### src/rtl/pipeline_stage_reg_if.sv
// Handshake bundle for pipeline_stage_reg: upstream valid/ready/ctrl/data, downstream
// valid/ready/ctrl/data, flush and the back-pressure counter. slave = the stage, master = its driver.
interface pipeline_stage_reg_if #(
    parameter int CTRL_W = 7,
    parameter int DATA_W = 101
);
    logic              ValidIn;
    logic              ReadyOut;
    logic [CTRL_W-1:0] CtrlIn;
    logic [DATA_W-1:0] DataIn;
    logic              Flush;
    logic              ValidOut;
    logic              ReadyIn;
    logic [CTRL_W-1:0] CtrlOut;
    logic [DATA_W-1:0] DataOut;
    logic [15:0]       StallCount;

    modport slave (
        input  ValidIn, CtrlIn, DataIn, Flush, ReadyIn,
        output ReadyOut, ValidOut, CtrlOut, DataOut, StallCount
    );

    modport master (
        output ValidIn, CtrlIn, DataIn, Flush, ReadyIn,
        input  ReadyOut, ValidOut, CtrlOut, DataOut, StallCount
    );
endinterface

### src/rtl/pipeline_stage_reg.sv
// Valid/ready pipeline register with flush, bubble-zeroed control and a saturating stall counter.
// Define PIPE_STAGE_SKID_EN for a one-entry skid buffer with a registered ReadyOut.
module pipeline_stage_reg #(
    parameter int CTRL_W = 7,
    parameter int DATA_W = 101
) (
    input  logic                clk,
    input  logic                rst,
    pipeline_stage_reg_if.slave bus
);

    function automatic logic [15:0] sat_inc(input logic [15:0] v);
        return (v == 16'hFFFF) ? v : v + 16'd1;
    endfunction

    logic              vld_p0;
    logic [CTRL_W-1:0] ctrl_p0;
    logic [DATA_W-1:0] data_p0;
    logic [15:0]       stall_cnt;
    logic              ready_out;
    logic              accept;
    logic              drain;
    logic              stall_en;

    assign accept   = bus.ValidIn & ready_out;
    assign drain    = vld_p0 & bus.ReadyIn;
    assign stall_en = vld_p0 & ~bus.ReadyIn & ~bus.Flush;

    always_ff @(posedge clk or posedge rst) begin
        if (rst) begin
            stall_cnt <= '0;
        end else if (stall_en) begin
            stall_cnt <= sat_inc(stall_cnt);
        end
    end

`ifdef PIPE_STAGE_SKID_EN
    typedef enum logic [1:0] {EMPTY, ONE, TWO} state_t;

    state_t            state, state_nxt;
    logic              rdy_q;
    logic              load_in, load_skid, load_from_skid, clr_out;
    logic [CTRL_W-1:0] ctrl_p1;
    logic [DATA_W-1:0] data_p1;

    assign ready_out = rdy_q;
    assign vld_p0    = (state != EMPTY);

    always_ff @(posedge clk or posedge rst) begin
        if (rst) begin
            state <= EMPTY;
            rdy_q <= 1'b1;
        end else begin
            state <= state_nxt;
            // Ready depends only on whether the skid slot will be occupied, never on ReadyIn.
            rdy_q <= (state_nxt != TWO);
        end
    end

    always_comb begin
        state_nxt      = state;
        load_in        = 1'b0;
        load_skid      = 1'b0;
        load_from_skid = 1'b0;
        clr_out        = 1'b0;
        if (bus.Flush) begin
            state_nxt = EMPTY;
            clr_out   = 1'b1;
        end else begin
            case (state)
                EMPTY: begin
                    if (accept) begin
                        state_nxt = ONE;
                        load_in   = 1'b1;
                    end
                end
                ONE: begin
                    if (accept && drain) begin
                        load_in = 1'b1;
                    end else if (accept) begin
                        state_nxt = TWO;
                        load_skid = 1'b1;
                    end else if (drain) begin
                        state_nxt = EMPTY;
                        clr_out   = 1'b1;
                    end
                end
                TWO: begin
                    if (drain) begin
                        state_nxt      = ONE;
                        load_from_skid = 1'b1;
                    end
                end
                default: begin
                    state_nxt = EMPTY;
                    clr_out   = 1'b1;
                end
            endcase
        end
    end

    // ---- stage p0: output register; stage p1: skid entry ----
    always_ff @(posedge clk or posedge rst) begin
        if (rst) begin
            ctrl_p0 <= '0;
            data_p0 <= '0;
            ctrl_p1 <= '0;
            data_p1 <= '0;
        end else begin
            if (load_in) begin
                ctrl_p0 <= bus.CtrlIn;
                data_p0 <= bus.DataIn;
            end else if (load_from_skid) begin
                ctrl_p0 <= ctrl_p1;
                data_p0 <= data_p1;
            end else if (clr_out) begin
                ctrl_p0 <= '0;
            end
            if (load_skid) begin
                ctrl_p1 <= bus.CtrlIn;
                data_p1 <= bus.DataIn;
            end
        end
    end
`else
    logic vld_q;

    assign vld_p0    = vld_q;
    assign ready_out = bus.ReadyIn | ~vld_q;

    // ---- stage p0: output register; data is left untouched by bubbles and flushes ----
    always_ff @(posedge clk or posedge rst) begin
        if (rst) begin
            vld_q   <= 1'b0;
            ctrl_p0 <= '0;
            data_p0 <= '0;
        end else if (bus.Flush) begin
            vld_q   <= 1'b0;
            ctrl_p0 <= '0;
        end else if (accept) begin
            vld_q   <= 1'b1;
            ctrl_p0 <= bus.CtrlIn;
            data_p0 <= bus.DataIn;
        end else if (drain) begin
            vld_q   <= 1'b0;
            ctrl_p0 <= '0;
        end
    end
`endif

    assign bus.ReadyOut   = ready_out;
    assign bus.ValidOut   = vld_p0;
    assign bus.CtrlOut    = ctrl_p0;
    assign bus.DataOut    = data_p0;
    assign bus.StallCount = stall_cnt;

endmodule

### src/flat_wrapper.sv
// flat-port wrapper written by rule: the top's interface ports become plain ports
module pipeline_stage_reg_flat 
#(
    parameter int CTRL_W = 7,
    parameter int DATA_W = 101
)
  (clk, rst, bus_ValidIn, bus_CtrlIn, bus_DataIn, bus_Flush, bus_ReadyIn, bus_ReadyOut, bus_ValidOut, bus_CtrlOut, bus_DataOut, bus_StallCount);
  pipeline_stage_reg_if #(.CTRL_W(CTRL_W), .DATA_W(DATA_W)) bus_i ();
  input  logic clk;
  input  logic rst;
  input wire logic [$bits(bus_i.ValidIn)-1:0] bus_ValidIn;
  input wire logic [$bits(bus_i.CtrlIn)-1:0] bus_CtrlIn;
  input wire logic [$bits(bus_i.DataIn)-1:0] bus_DataIn;
  input wire logic [$bits(bus_i.Flush)-1:0] bus_Flush;
  input wire logic [$bits(bus_i.ReadyIn)-1:0] bus_ReadyIn;
  output wire logic [$bits(bus_i.ReadyOut)-1:0] bus_ReadyOut;
  output wire logic [$bits(bus_i.ValidOut)-1:0] bus_ValidOut;
  output wire logic [$bits(bus_i.CtrlOut)-1:0] bus_CtrlOut;
  output wire logic [$bits(bus_i.DataOut)-1:0] bus_DataOut;
  output wire logic [$bits(bus_i.StallCount)-1:0] bus_StallCount;
  assign bus_i.ValidIn = bus_ValidIn;
  assign bus_i.CtrlIn = bus_CtrlIn;
  assign bus_i.DataIn = bus_DataIn;
  assign bus_i.Flush = bus_Flush;
  assign bus_i.ReadyIn = bus_ReadyIn;
  assign bus_ReadyOut = bus_i.ReadyOut;
  assign bus_ValidOut = bus_i.ValidOut;
  assign bus_CtrlOut = bus_i.CtrlOut;
  assign bus_DataOut = bus_i.DataOut;
  assign bus_StallCount = bus_i.StallCount;
  pipeline_stage_reg #(.CTRL_W(CTRL_W), .DATA_W(DATA_W)) u_core (.clk(clk), .rst(rst), .bus(bus_i));
endmodule
### config.mk
export PLATFORM = sky130hd
export DESIGN_NAME = pipeline_stage_reg_flat
export DESIGN_NICKNAME = d
export VERILOG_FILES = /design/src/rtl/pipeline_stage_reg_if.sv /design/src/rtl/pipeline_stage_reg.sv /design/src/flat_wrapper.sv
export SDC_FILE = /design/constraint.sdc
export NUM_CORES = 1
export LEC_CHECK = 0
export ABC_AREA = 1
export BUFFER_PORTS_ARGS = -buffer_cell sky130_fd_sc_hd__buf_4
export CORE_UTILIZATION = 47
export CTS_CLUSTER_SIZE = 8
export DETAILED_ROUTE_END_ITERATION = 7
export PLACE_DENSITY = 0.9
export SETUP_SLACK_MARGIN = 0.3
export SYNTH_ARGS = -nofsm -noshare
export SYNTH_HDL_FRONTEND = slang
export SYNTH_SLANG_ARGS = --single-unit
### constraint.sdc
create_clock -name clk -period 5.1 [get_ports clk]
set_clock_uncertainty 0.15 [all_clocks]
set_input_delay 0.51 -clock clk [delete_from_list [all_inputs] [get_ports clk]]
set_output_delay 0.51 -clock clk [all_outputs]
set_load 0.01 [all_outputs]
==> impl_summary.txt <==
----------------------------------------------------
[Placed design]
  Total half-perimeter wirelength after legalization and detailed placement ... around 9.4 mm
  RD Place Congestion ... between 0.8 and 0.9
  Dpl cell area ... between 6000 and 7000 sq um
  Buffers added on ports ... 238

[Drt]
  Iter 0 DRT Violations ... roughly 370
  Post-detailed-routing wire length ... approximately 14 mm
  Number of nets with antenna violations after routing ... 0
  Vias per Instance ... about 4.8
  Remaining DRCs ... 0
  Count of vias placed by the detailed router ... between 4000 and 5000
  Average wire length per cell after detail routing ... roughly 14 um
  Iteration count of the initial detailed-routing pass ... 4

[Cells and area]
  Filler cells ... between 800 and 900
  # nets final ... a little under 1000
  Layout overhead on the synthesized area ... 47.1%
  Most frequent standard cell in the layout excluding fill and tap cells ... sky130_fd_sc_hd__nand2_1
  Post-route cell area ... 7520 sq um
  Antenna diode count ... 0
  Commonest non-fill, non-tap cells in the layout ... sky130_fd_sc_hd__nand2_1 (397), sky130_fd_sc_hd__buf_4 (240), sky130_fd_sc_hd__dfrtp_1 (125)
  Final core utilization ... 0.722
  Share of cells above drive strength 1 ... 0.332

[Power]
  Total power of the final layout ... between 2 and 3 mW
  PD cells ... about 380 nW/um^2
  Share of power burned in the clock network ... 0.371
  Worst ir drop on vdd ... approximately 200 uV
  Reported leakage power ... roughly 4.3 nW
  Part of the power in registers ... 0.430
  Relative contribution of combinational cells to total power ... 0.199
  Switching power ... between 800 and 900 uW
  Switching power share of the total ... 0.288
  Internal power ... roughly 2.0 mW

[Floorplanning]
  Effective utilization at floorplan ... 0.491
  Number of placement rows ... 37
  Core Area ... 10400 sq um
  Die Footprint ... between 10000 and 15000 sq um
  Total I/O pin count ... approximately 240
  Y dimension of the die ... roughly 110 um
  Die outline width ... 106 um

[Setup path]
  Highest net fanout along the worst path ... 15
  Worst r2r src ... u_core.bus.StallCount[0]$_DFFE_PP0P_
  Worst endpoint data arrival time ... ~2300 ps
  Launch point of the worst path ... u_core.bus.StallCount[0]$_DFFE_PP0P_
  Data required, critical path ... about 5400 ps
  FF-to-FF End ... u_core.bus.StallCount[0]$_DFFE_PP0P_
  CP startpoint kind ... flop
  Element type at the critical path end ... flop
  Register-to-Register Setup Slack ... 3120 ps
  Category of the most critical setup path ... reg2reg
  Capturing element of the worst setup path ... u_core.bus.StallCount[0]$_DFFE_PP0P_
  Worst r2r path cells ... 8

[Synthesis]
  Cell count after synthesis ... between 600 and 700
  Synthesized netlist net count ... between 700 and 800
  Synth top area share ... 0.612
  Async set or reset register ratio after synthesis ... 1.00
  Post-synthesis average cell area ... approximately 8.3 sq um
  Area leader, netlist ... sky130_fd_sc_hd__dfrtp_1
  Post-Synthesis Cell Area ... between 5000 and 6000 sq um
  Top flip-flop cell by instance count after synthesis ... sky130_fd_sc_hd__dfrtp_1
  Flop and latch count out of synthesis ... around 130
  Count of flip-flops with a built-in enable after synthesis ... 0
  Top cells by area in the synthesized netlist ... sky130_fd_sc_hd__dfrtp_1 (61%), sky130_fd_sc_hd__nand2_1 (29%), sky130_fd_sc_hd__nand3_1 (1.2%)
  Sequential cell area fraction in the yosys report ... 0.612
  Number of different library cells in the post-synthesis netlist ... 22
  Count of synthesis-stage warnings from yosys ... 0

[CTS]
  CTS tree ... yes
  Number of buffers created by CTS ... 17
  Max clock buf depth ... 2
  Resized cells post-CTS ... 0
  Hold-fix buffer count after cts ... 0
  Buffer cell driving the clock tree root ... sky130_fd_sc_hd__clkbuf_8
  Clock sinks ... 125
  Worst-skew pair later-pin latency ... 490 ps
  Clk pin slew, worst setup/hold paths ... 60 ps
  Number of levels the H-tree was split into ... 4
  Total setup buffers inserted after CTS ... 0

[Timing]
  Setup Total Neg Slack ... 0 ps
  Headroom to the max-slew limit ... 0.293
  Final setup violating endpoints ... 0
  RSZ-0062 raised after global routing ... no
  Final Cycle Share ... 0.389
  Max-slew violation count ... 0
  Slew @ Worst Pin ... ~1100 ps
  Post-layout min period ... just under 2000 ps
  Achievable Freq ... about 500 MHz
  Hold Fails Final Rpt ... 0

[Global routing]
  Maximum number of pins on one net before global-route repair ... ~100
  First-pass GRT wire length ... 21.9 mm
  Via count of the first global-routing pass ... ~4600
  Total global routing overflow ... 0
  Total Routing Usage GR ... 0.250
  Initial antenna violation count ... 0

[Job]
  Max capacitance violation total ... 0

[Min path]
  Tightest Hold Check Type ... in2reg

[Run status]
  Status ... finished clean

----------------------------------------------------
[per-stage QoR]
step,setup WS [ps],instances,hold slack (ps)
finish,3120,998,49.6
CTS,3120,998,26.4
floorplan,1110,613,365
global route,2970,998,19.2
global placement,2980,966,313
detailed placement,2940,966,316
[critical path, cell delays in order, from the launching register on]
cell and delay [ps]:
sky130_fd_sc_hd__dfrtp_1 420, sky130_fd_sc_hd__ha_1 260, sky130_fd_sc_hd__nand3_1 170, sky130_fd_sc_hd__inv_2 60
sky130_fd_sc_hd__nand3_2 90, sky130_fd_sc_hd__nor2_1 60, sky130_fd_sc_hd__nor2_2 490, sky130_fd_sc_hd__nand2_1 120
sky130_fd_sc_hd__nand2_1 110
[registers in the layout, summed over array words and instances, names as in the netlist]
| signal | flops |
|---|---|
| u_core.bus.DataOut | 101 |
| u_core.bus.StallCount | 16 |
| u_core.bus.CtrlOut | 7 |
| u_core.bus.ValidOut | 1 |
[cells by family (layout without fill, tap and decap cells)]
logic type	Yosys count	count (layout)	share of synthesized area
adders and majority gates	1	1	0.00245
buffers and inverters	40	289	0.0353
AOI/OAI and AO/OA	4	4	0.00392
xor gates and xnor gates	7	7	0.0120
DFF	125	125	0.612
and+or+nand+nor	436	436	0.334
[power groups by stage]
stage | Sequential [mW] | Combinational [mW] | Clock (mW)
finish | 1.22 | 0.563 | 1.05
global route | 1.24 | 0.620 | 1.13
CTS | 1.22 | 0.570 | 1.07
detailed placement | 1.23 | 0.571 | 0
global placement | 1.23 | 0.553 | 0
floorplan | 1.29 | 0.170 | 0
[area by class of cell]
cell class / count / area (sq um) / share of cell area
sequential: 125 / 3130 / 0.416
timing repair buffer: 241 / 1820 / 0.242
multi-input combinational: 448 / 1810 / 0.241
clock buffer: 18 / 418 / 0.0556
tap: 136 / 170 / 0.0226
clock inverter: 14 / 108 / 0.0143
inverter: 16 / 63.8 / 0.00849
[worst min path at each step]
stage	from	to	depth (start not counted)
after global routing	bus_DataIn[52]	u_core.bus.DataOut[52]$_DFFE_PP0P_	3
after detailed placement	u_core.bus.DataOut[2]$_DFFE_PP0P_	u_core.bus.DataOut[2]$_DFFE_PP0P_	2
after floorplan	u_core.bus.DataOut[0]$_DFFE_PP0P_	u_core.bus.DataOut[0]$_DFFE_PP0P_	2
after CTS	bus_DataIn[46]	u_core.bus.DataOut[46]$_DFFE_PP0P_	3
after global placement	u_core.bus.DataOut[52]$_DFFE_PP0P_	u_core.bus.DataOut[52]$_DFFE_PP0P_	2
final	bus_DataIn[46]	u_core.bus.DataOut[46]$_DFFE_PP0P_	3
[layer usage]
layer / routed length [um] / up-vias / GRT usage
met2: 6790 / 170 / 0.419
met5: 0 / - / 0
met4: 349 / 0 / 0.103
li1: - / 2322 / -
met1: 5610 / 2247 / 0.305
met3: 777 / 27 / 0.0681
[cells in the mapped netlist (2+ instances only)]
cell	n
sky130_fd_sc_hd__inv_1	12
sky130_fd_sc_hd__o21ai_0	3
sky130_fd_sc_hd__nor2_2	3
sky130_fd_sc_hd__nand3_1	12
sky130_fd_sc_hd__nor2_1	16
sky130_fd_sc_hd__buf_2	9
sky130_fd_sc_hd__inv_2	4
sky130_fd_sc_hd__nand2_1	397
sky130_fd_sc_hd__xnor2_1	4
sky130_fd_sc_hd__nand3_2	2
sky130_fd_sc_hd__nand2_4	2
sky130_fd_sc_hd__dfrtp_1	125
sky130_fd_sc_hd__xor2_1	3
sky130_fd_sc_hd__clkbuf_1	13
(Power assumes the default switching activity.)
